File: config.mk
export PLATFORM = sky130hd
export DESIGN_NAME = fpu_arbiter
export DESIGN_NICKNAME = d
export VERILOG_FILES = /design/src/rtl/fpu_arbiter.sv
export SDC_FILE = /design/constraint.sdc
export NUM_CORES = 1
export LEC_CHECK = 0
export BUFFER_PORTS_ARGS = -buffer_cell sky130_fd_sc_hd__buf_2
export CAP_MARGIN = 20
export CORE_MARGIN = 1
export CORE_UTILIZATION = 37
export DETAILED_ROUTE_END_ITERATION = 10
export PLACE_DENSITY = 0.75
export SLEW_MARGIN = 10
export SYNTH_ARGS = -nofsm -noshare
export SYNTH_HDL_FRONTEND = slang
export SYNTH_SLANG_ARGS = --single-unit
export TNS_END_PERCENT = 50
File: constraint.sdc
create_clock -name clk -period 3.15 [get_ports clk]
set_input_delay 0.1575 -clock clk [delete_from_list [all_inputs] [get_ports clk]]
set_output_delay 0.1575 -clock clk [all_outputs]
set_load 0.01 [all_outputs]
File: src/rtl/fpu_arbiter.sv
// fpu_arbiter: round-robin front-end sharing one multicycle combinational FPU between two requesters
module fpu_arbiter #(
  parameter int WAIT_CYCLES = 2,
  parameter int CNT_W = 16
) (
  input  logic             clk,
  input  logic             rst_n,
  input  logic             req0_valid,
  output logic             req0_ready,
  input  logic [31:0]      req0_a,
  input  logic [31:0]      req0_b,
  input  logic [1:0]       req0_op,
  input  logic             req1_valid,
  output logic             req1_ready,
  input  logic [31:0]      req1_a,
  input  logic [31:0]      req1_b,
  input  logic [1:0]       req1_op,
  output logic             rsp0_valid,
  input  logic             rsp0_ready,
  output logic             rsp1_valid,
  input  logic             rsp1_ready,
  output logic [31:0]      rsp_result,
  output logic             rsp_nan,
  output logic [31:0]      fpu_a,
  output logic [31:0]      fpu_b,
  output logic [1:0]       fpu_op,
  input  logic [31:0]      fpu_result,
  input  logic             fpu_nan,
  output logic             busy,
  output logic [CNT_W-1:0] nan_count
);
  localparam int WW = $clog2(WAIT_CYCLES + 1);
  typedef enum logic [1:0] {IDLE, EXEC, RESP} state_t;
  state_t state, state_nx;
  logic last_grant, owner, grant, any_valid, accept, capture, consume;
  logic [WW-1:0] cnt;
  assign any_valid = req0_valid | req1_valid;
  // on a tie the requester that was not served last wins
  assign grant = (req0_valid & req1_valid) ? ~last_grant : req1_valid;
  assign req0_ready = (state == IDLE) & any_valid & ~grant;
  assign req1_ready = (state == IDLE) & any_valid & grant;
  assign accept = req0_ready | req1_ready;
  assign capture = (state == EXEC) & (cnt == WW'(1));
  assign consume = owner ? rsp1_ready : rsp0_ready;
  assign rsp0_valid = (state == RESP) & ~owner;
  assign rsp1_valid = (state == RESP) & owner;
  assign busy = state != IDLE;
  always_comb begin
    state_nx = state;
    if (state == IDLE) state_nx = accept ? EXEC : IDLE;
    else if (state == EXEC) state_nx = capture ? RESP : EXEC;
    else state_nx = consume ? IDLE : RESP;
  end
  always_ff @(posedge clk or negedge rst_n)
    if (!rst_n) state <= IDLE;
    else state <= state_nx;
  always_ff @(posedge clk or negedge rst_n) begin
    if (!rst_n) begin
      fpu_a <= '0;
      fpu_b <= '0;
      fpu_op <= '0;
      owner <= 1'b0;
      last_grant <= 1'b1;
      cnt <= '0;
      rsp_result <= '0;
      rsp_nan <= 1'b0;
      nan_count <= '0;
    end else begin
      if (accept) begin
        fpu_a <= grant ? req1_a : req0_a;
        fpu_b <= grant ? req1_b : req0_b;
        fpu_op <= grant ? req1_op : req0_op;
        owner <= grant;
        cnt <= WW'(WAIT_CYCLES);
      end else if (state == EXEC) begin
        cnt <= cnt - 1'b1;
      end
      if (capture) begin
        rsp_result <= fpu_result;
        rsp_nan <= fpu_nan;
        if (fpu_nan && !(&nan_count)) nan_count <= nan_count + 1'b1;
      end
      if (state == RESP && consume) last_grant <= owner;
    end
  end
endmodule

Yosys cells after proc, flatten, opt, wreduce, memory -nomap -nowiden:

Index checks and enable logic that the tools add are counted.
Widths: inputs -> output; s select.

* bitwise operators: 12
* add/subtract/negate cells: 2
* mux-type cells: 12
* equality and inequality tests: 3
* reductions and logical operators: 8

Operators with widths (number)
* $mux 32: 2
* $add 16x1->16 const B: 1
* $reduce_and 16->1: 1
* $mux 2: 7
* $and 1x1->1: 7
* $eq 2x1->1 const B: 2
* $reduce_bool 2->1: 2
* $mux 1: 3
* $not 1->1: 3
* $eq 2x2->1 const B: 1
* $logic_and 1x1->1: 2
* $logic_not 2->1: 1
* $or 1x1->1: 2
* $reduce_and 2->1: 1
* $sub 2x1->2 const B: 1
* $logic_not 1->1: 1

* logic and storage cells: 47
* output and inout port bits: 120
* bits of input ports: 171
* register bits: 121

Depth between registers and ports, before layout:

* depth in word-level cells: 7
* depth in mapped cells: 7

Worst setup path after synthesis:

OpenSTA, ideal clock, no wires.

* path type: register to register
* start: register cnt[1]
* end: register nan_count[15]
* buffers on the path: 0
* slack: 1407 ps
* library setup time: 125 ps
* arrival: 1618 ps
* required time: 3025 ps
* period minus slack after synthesis: 1743 ps
* cell stages (with the launch flop): 7
* cell sequence: dfrtp_1 > inv_1 > ha_1 > nand4b_1 > or4_4 > nor2_1 > mux2_2

* longest elaborated chain between the ends: 3

Ends and longest elaborated chain
* start, declared: RTL line 36 `logic [WW-1:0] cnt;`
* start signal, assigned: RTL line 74 `cnt <= WW'(WAIT_CYCLES);`
* start signal, assigned: RTL line 76 `cnt <= cnt - 1'b1;`
* $eq 2x1->1: RTL line 43 `assign capture = (state == EXEC) & (cnt == WW'(1));`
* $and 1x1->1: RTL line 43
* $reduce_and 2->1 (no line)
* end signal, assigned: RTL line 81 `if (fpu_nan && !(&nan_count)) nan_count <= nan_count + 1'b1;`
* end, declared: RTL line 30 `output logic [CNT_W-1:0] nan_count`

No other way between the ends.
A chain may end at the register's enable or synchronous reset.

Final worst setup path:

* start: register state[1]
* end: register fpu_b[24]

* longest elaborated chain between the ends: 4
* elaborated cells on any way between the ends: 5
* those cells by class: bitwise (4); reduce/logical (1)

Ends and longest elaborated chain
* start, declared: RTL line 34 `state_t state, state_nx;`
* start signal, assigned: RTL line 56 `else state <= state_nx;`
* $logic_not 2->1 *: RTL line 40, 41
* $and 1x1->1 *: RTL line 40, 41
* $and 1x1->1 (on tied branches): RTL line 40, 41
* $or 1x1->1 *: RTL line 42 `assign accept = req0_ready | req1_ready;`
* end signal, assigned: RTL line 71 `fpu_b <= grant ? req1_b : req0_b;`
* end, declared: RTL line 25 `output logic [31:0] fpu_b,`

Mark *: on every way between the ends. The rest lies on a longest branch, timed or not.

==> impl_metrics.csv <==
group,metric,value,unit
critical_path,rr_startpoint,"state[1]",
finish,layout_common_cells,"buf_2 (289), dlygate4sd3_1 (164), dfrtp_1 (120)",
sta,hold_violations,0,
clock_tree,tritoncts,"done",
synthesis,synth-async-reset-ratio,100.0,%
global_routing,antenna_found_initial,2,
clock_tree,clock_sinks,121,
finish,multiInputGateArea,1575,um^2
critical_path,worst_ep_arrival_time,3.29,ns
outcome,violations,"DRC",
floorplan,rows,41,
critical_path,reg2reg_slack,0.23,ns
critical_path,cp-end-kind,"register",
outcome,status,"finished, violations left",
global_routing,grt_pass1_wl,30.82,mm
finish,ff_latch_area,3029,um^2
sta,slew_viol_final,0,
global_routing,grt_start_max_net_pins,66,
floorplan,initial_core_util,38.69,%
global_routing,track_usage,28.71,%
critical_path,critical_path_required,3.52,ns
floorplan,ios,291,
synthesis,ys_seq_area_share,61.04,%
synthesis,ys_seq_elements,121,
critical_path,path_class,"reg2reg",
critical_path,cp-startpoint,"state[1]",
power,swShare,34.54,%
sta,tns,0,ns
detailed_routing,drt-pass1-iter-count,11,
sta,maxSlewHeadroom,43.49,%
hold_path,hold_path_class,"in2reg",
synthesis,synth-main-ff-cell,"dfrtp_1",
placed_design,io_buffers,290,
placed_design,hpwl,10.41,mm
clock_tree,clockBufferDepth,2,
clock_tree,cts_root_buf,"clkbuf_16",
power,leakage,4.691,nW
synthesis,synth_cell_types,36,
synthesis,synthCells,397,
critical_path,max_stage_delay,0.68,ns
floorplan,fp.dieH,117.8,um
critical_path,setup.worst_path.end,"fpu_b[24]",
hold_path,min_path_cells,3,
floorplan,core_area,12820,um^2
sta,finalSetupViolCount,0,
floorplan,die_w,117.8,um
clock_tree,clkLatencyLatePin,0.42,ns
critical_path,crit_chain,"nor2_1 -> and3_2 -> buf_4 -> a222oi_1 -> dlygate4sd3_1 -> inv_1",
detailed_routing,vias,5563,
placed_design,globalplace.congestion,0.8211,
clock_tree,cts_buffers,17,
power,p_int,0.005461,W
synthesis,synthesis.nets,570,
global_routing,grt_overflow,0,
critical_path,cp_slowest_cell,"dlygate4sd3_1",
finish,final_nets,1023,
detailed_routing,wire_per_inst,18.88,um
power,total_power,0.008343,W
sta,fin_skew,0.01552,ns
critical_path,ff2ff_path_depth,6,
critical_path,crit_path_start_kind,"register",
detailed_routing,routed_via_density,5.370,
clock_tree,cts_max_level,4,
synthesis,avgSynthCellArea,12.50,um^2
run,drv_cap,0,
sta,period_needed,2.924,ns
placed_design,placed_area,6598,um^2
finish,final_common_cell,"buf_2",
power,p_seq_share,32.4,%
synthesis,yosys_warnings,0,
power,comb_power_share,43.5,%
power,p_sw,0.002882,W
detailed_routing,totalWireLength,19.56,mm
sta,worstMarginPinSlew,0.8477,ns
floorplan,dieArea,13880,um^2
sta,fmax,342.0,MHz
finish,drive_gt1_share,42.69,%
clock_tree,clk_pin_slew_worst_paths,0.06,ns
synthesis,synth-edff-count,0,
power,clockPowerShare,24.1,%
synthesis,syn-cell-area,4962,um^2
critical_path,r2r-end,"fpu_b[24]",
detailed_routing,drt_first_iter_violations,829,
sta,grt_setup_unrepaired,"no",
detailed_routing,drc,7,
finish,num-fill-cells,865,
critical_path,crit_path_max_fanout,45,
finish,syn_to_final_growth,78.37,%
power,powerDensity,942.6,nW/um^2
finish,final_area,8851,um^2
power,peakVddDrop,0.0005863,V
detailed_routing,antenna_left,0,
sta,post-route-period-util,92.82,%
global_routing,grt_pass1_vias,6069,
clock_tree,cts_setup_buffers,0,
-- cells by family after synthesis --
kind of cell	Yosys count	share of synthesized area, %
muxes	35	7.917
adders and majority gates	2	0.5042
xor gates and xnor gates	13	2.295
and+or+nand+nor	56	6.581
buffers and inverters	96	7.489
DFF	121	61.04
AOI/OAI and AO/OA	74	14.17
-- cells in the mapped netlist (5+ instances only) --
cell type	count	area share [%]
dfrtp_1	120	61
inv_1	69	5.2
a222oi_1	66	13
mux2_2	34	7.7
clkbuf_1	17	1.3
nand2_1	12	0.91
buf_2	9	0.91
xor2_1	9	1.6
nand3_1	8	0.81
nor3_1	6	0.61
nor2_1	5	0.38
-- layer usage --
layer	share of wire [%]	track usage [%]	vias to the layer above
met1	35	30.20	2626
li1	-	-	2391
met3	9.7	8.721	103
met4	5.5	19.95	0
met5	0	0	-
met2	50	49.04	443
-- timing repair --
item | 4_1_cts | 5_1_grt
hold endpoints to repair | 162 | 0
endpoints found under the setup margin | 0 | 0
gates resized for setup | 0 | 0
hold buffers | 164 | 0
-- metrics by stage --
step	utilization (%)	std cells	setup WS, ns	hold WS, ns
2_1_floorplan	-	397	1.408	-0.1381
4_1_cts	68.98	1034	0.4101	0.003949
3_5_place_dp	51.44	839	0.9615	0.3081
5_1_grt	69.01	1036	0.1018	0.02976
6_report	69.01	1036	0.2263	0.02683
3_3_place_gp	51.44	839	1.063	0.2930
-- power by group through the flow --
stage | registers (W) | logic, W | clock network [W]
final | 0.00270 | 0.00363 | 0.00201
after global routing | 0.00277 | 0.00387 | 0.00211
after CTS | 0.00265 | 0.00344 | 0.00202
after detailed placement | 0.00265 | 0.00260 | 0
after global placement | 0.00262 | 0.00250 | 0
after floorplan | 0.00291 | 0.00118 | 0
-- critical path: cells and delay by family, from the launching register on --
kind | cells | cell delay, ns
buffers and inverters | 3 | 1.28
flip-flops | 1 | 0.42
AND/OR/NAND/NOR | 2 | 0.90
AO/OA/AOI/OAI | 1 | 0.25
-- how the worst min path moves through the flow --
stage / startpoint / end / slack, ns
after floorplan: rst_n / cnt[0] / -0.14
after global placement: rst_n / fpu_b[2] / 0.29
after detailed placement: rst_n / fpu_b[4] / 0.31
after CTS: req1_b[13] / fpu_b[13] / 0.004
after global routing: req1_b[13] / fpu_b[13] / 0.03
final: req1_b[13] / fpu_b[13] / 0.03
-- state kept, by name (all words and copies together), names as in the netlist --
| register | cells |
|---|---|
| fpu_a | 32 |
| last_grant | 1 |
| state | 2 |
| fpu_op | 2 |
| rsp_result | 32 |
| rsp_nan | 1 |
| cnt | 2 |
| owner | 1 |
| nan_count | 16 |
| fpu_b | 32 |
-- area by class of cell --
type / instances / share of cell area [%]
clock buffers: 24 / 5.556
well taps: 172 / 2.431
inverters: 69 / 2.926
repair buffers: 461 / 35.71
clock inverters: 7 / 1.301
multi-input cells: 180 / 17.80
flip-flops and latches: 121 / 34.22
diodes: 2 / 0.05655
No activity file was read; power rests on OpenSTA's default activity.
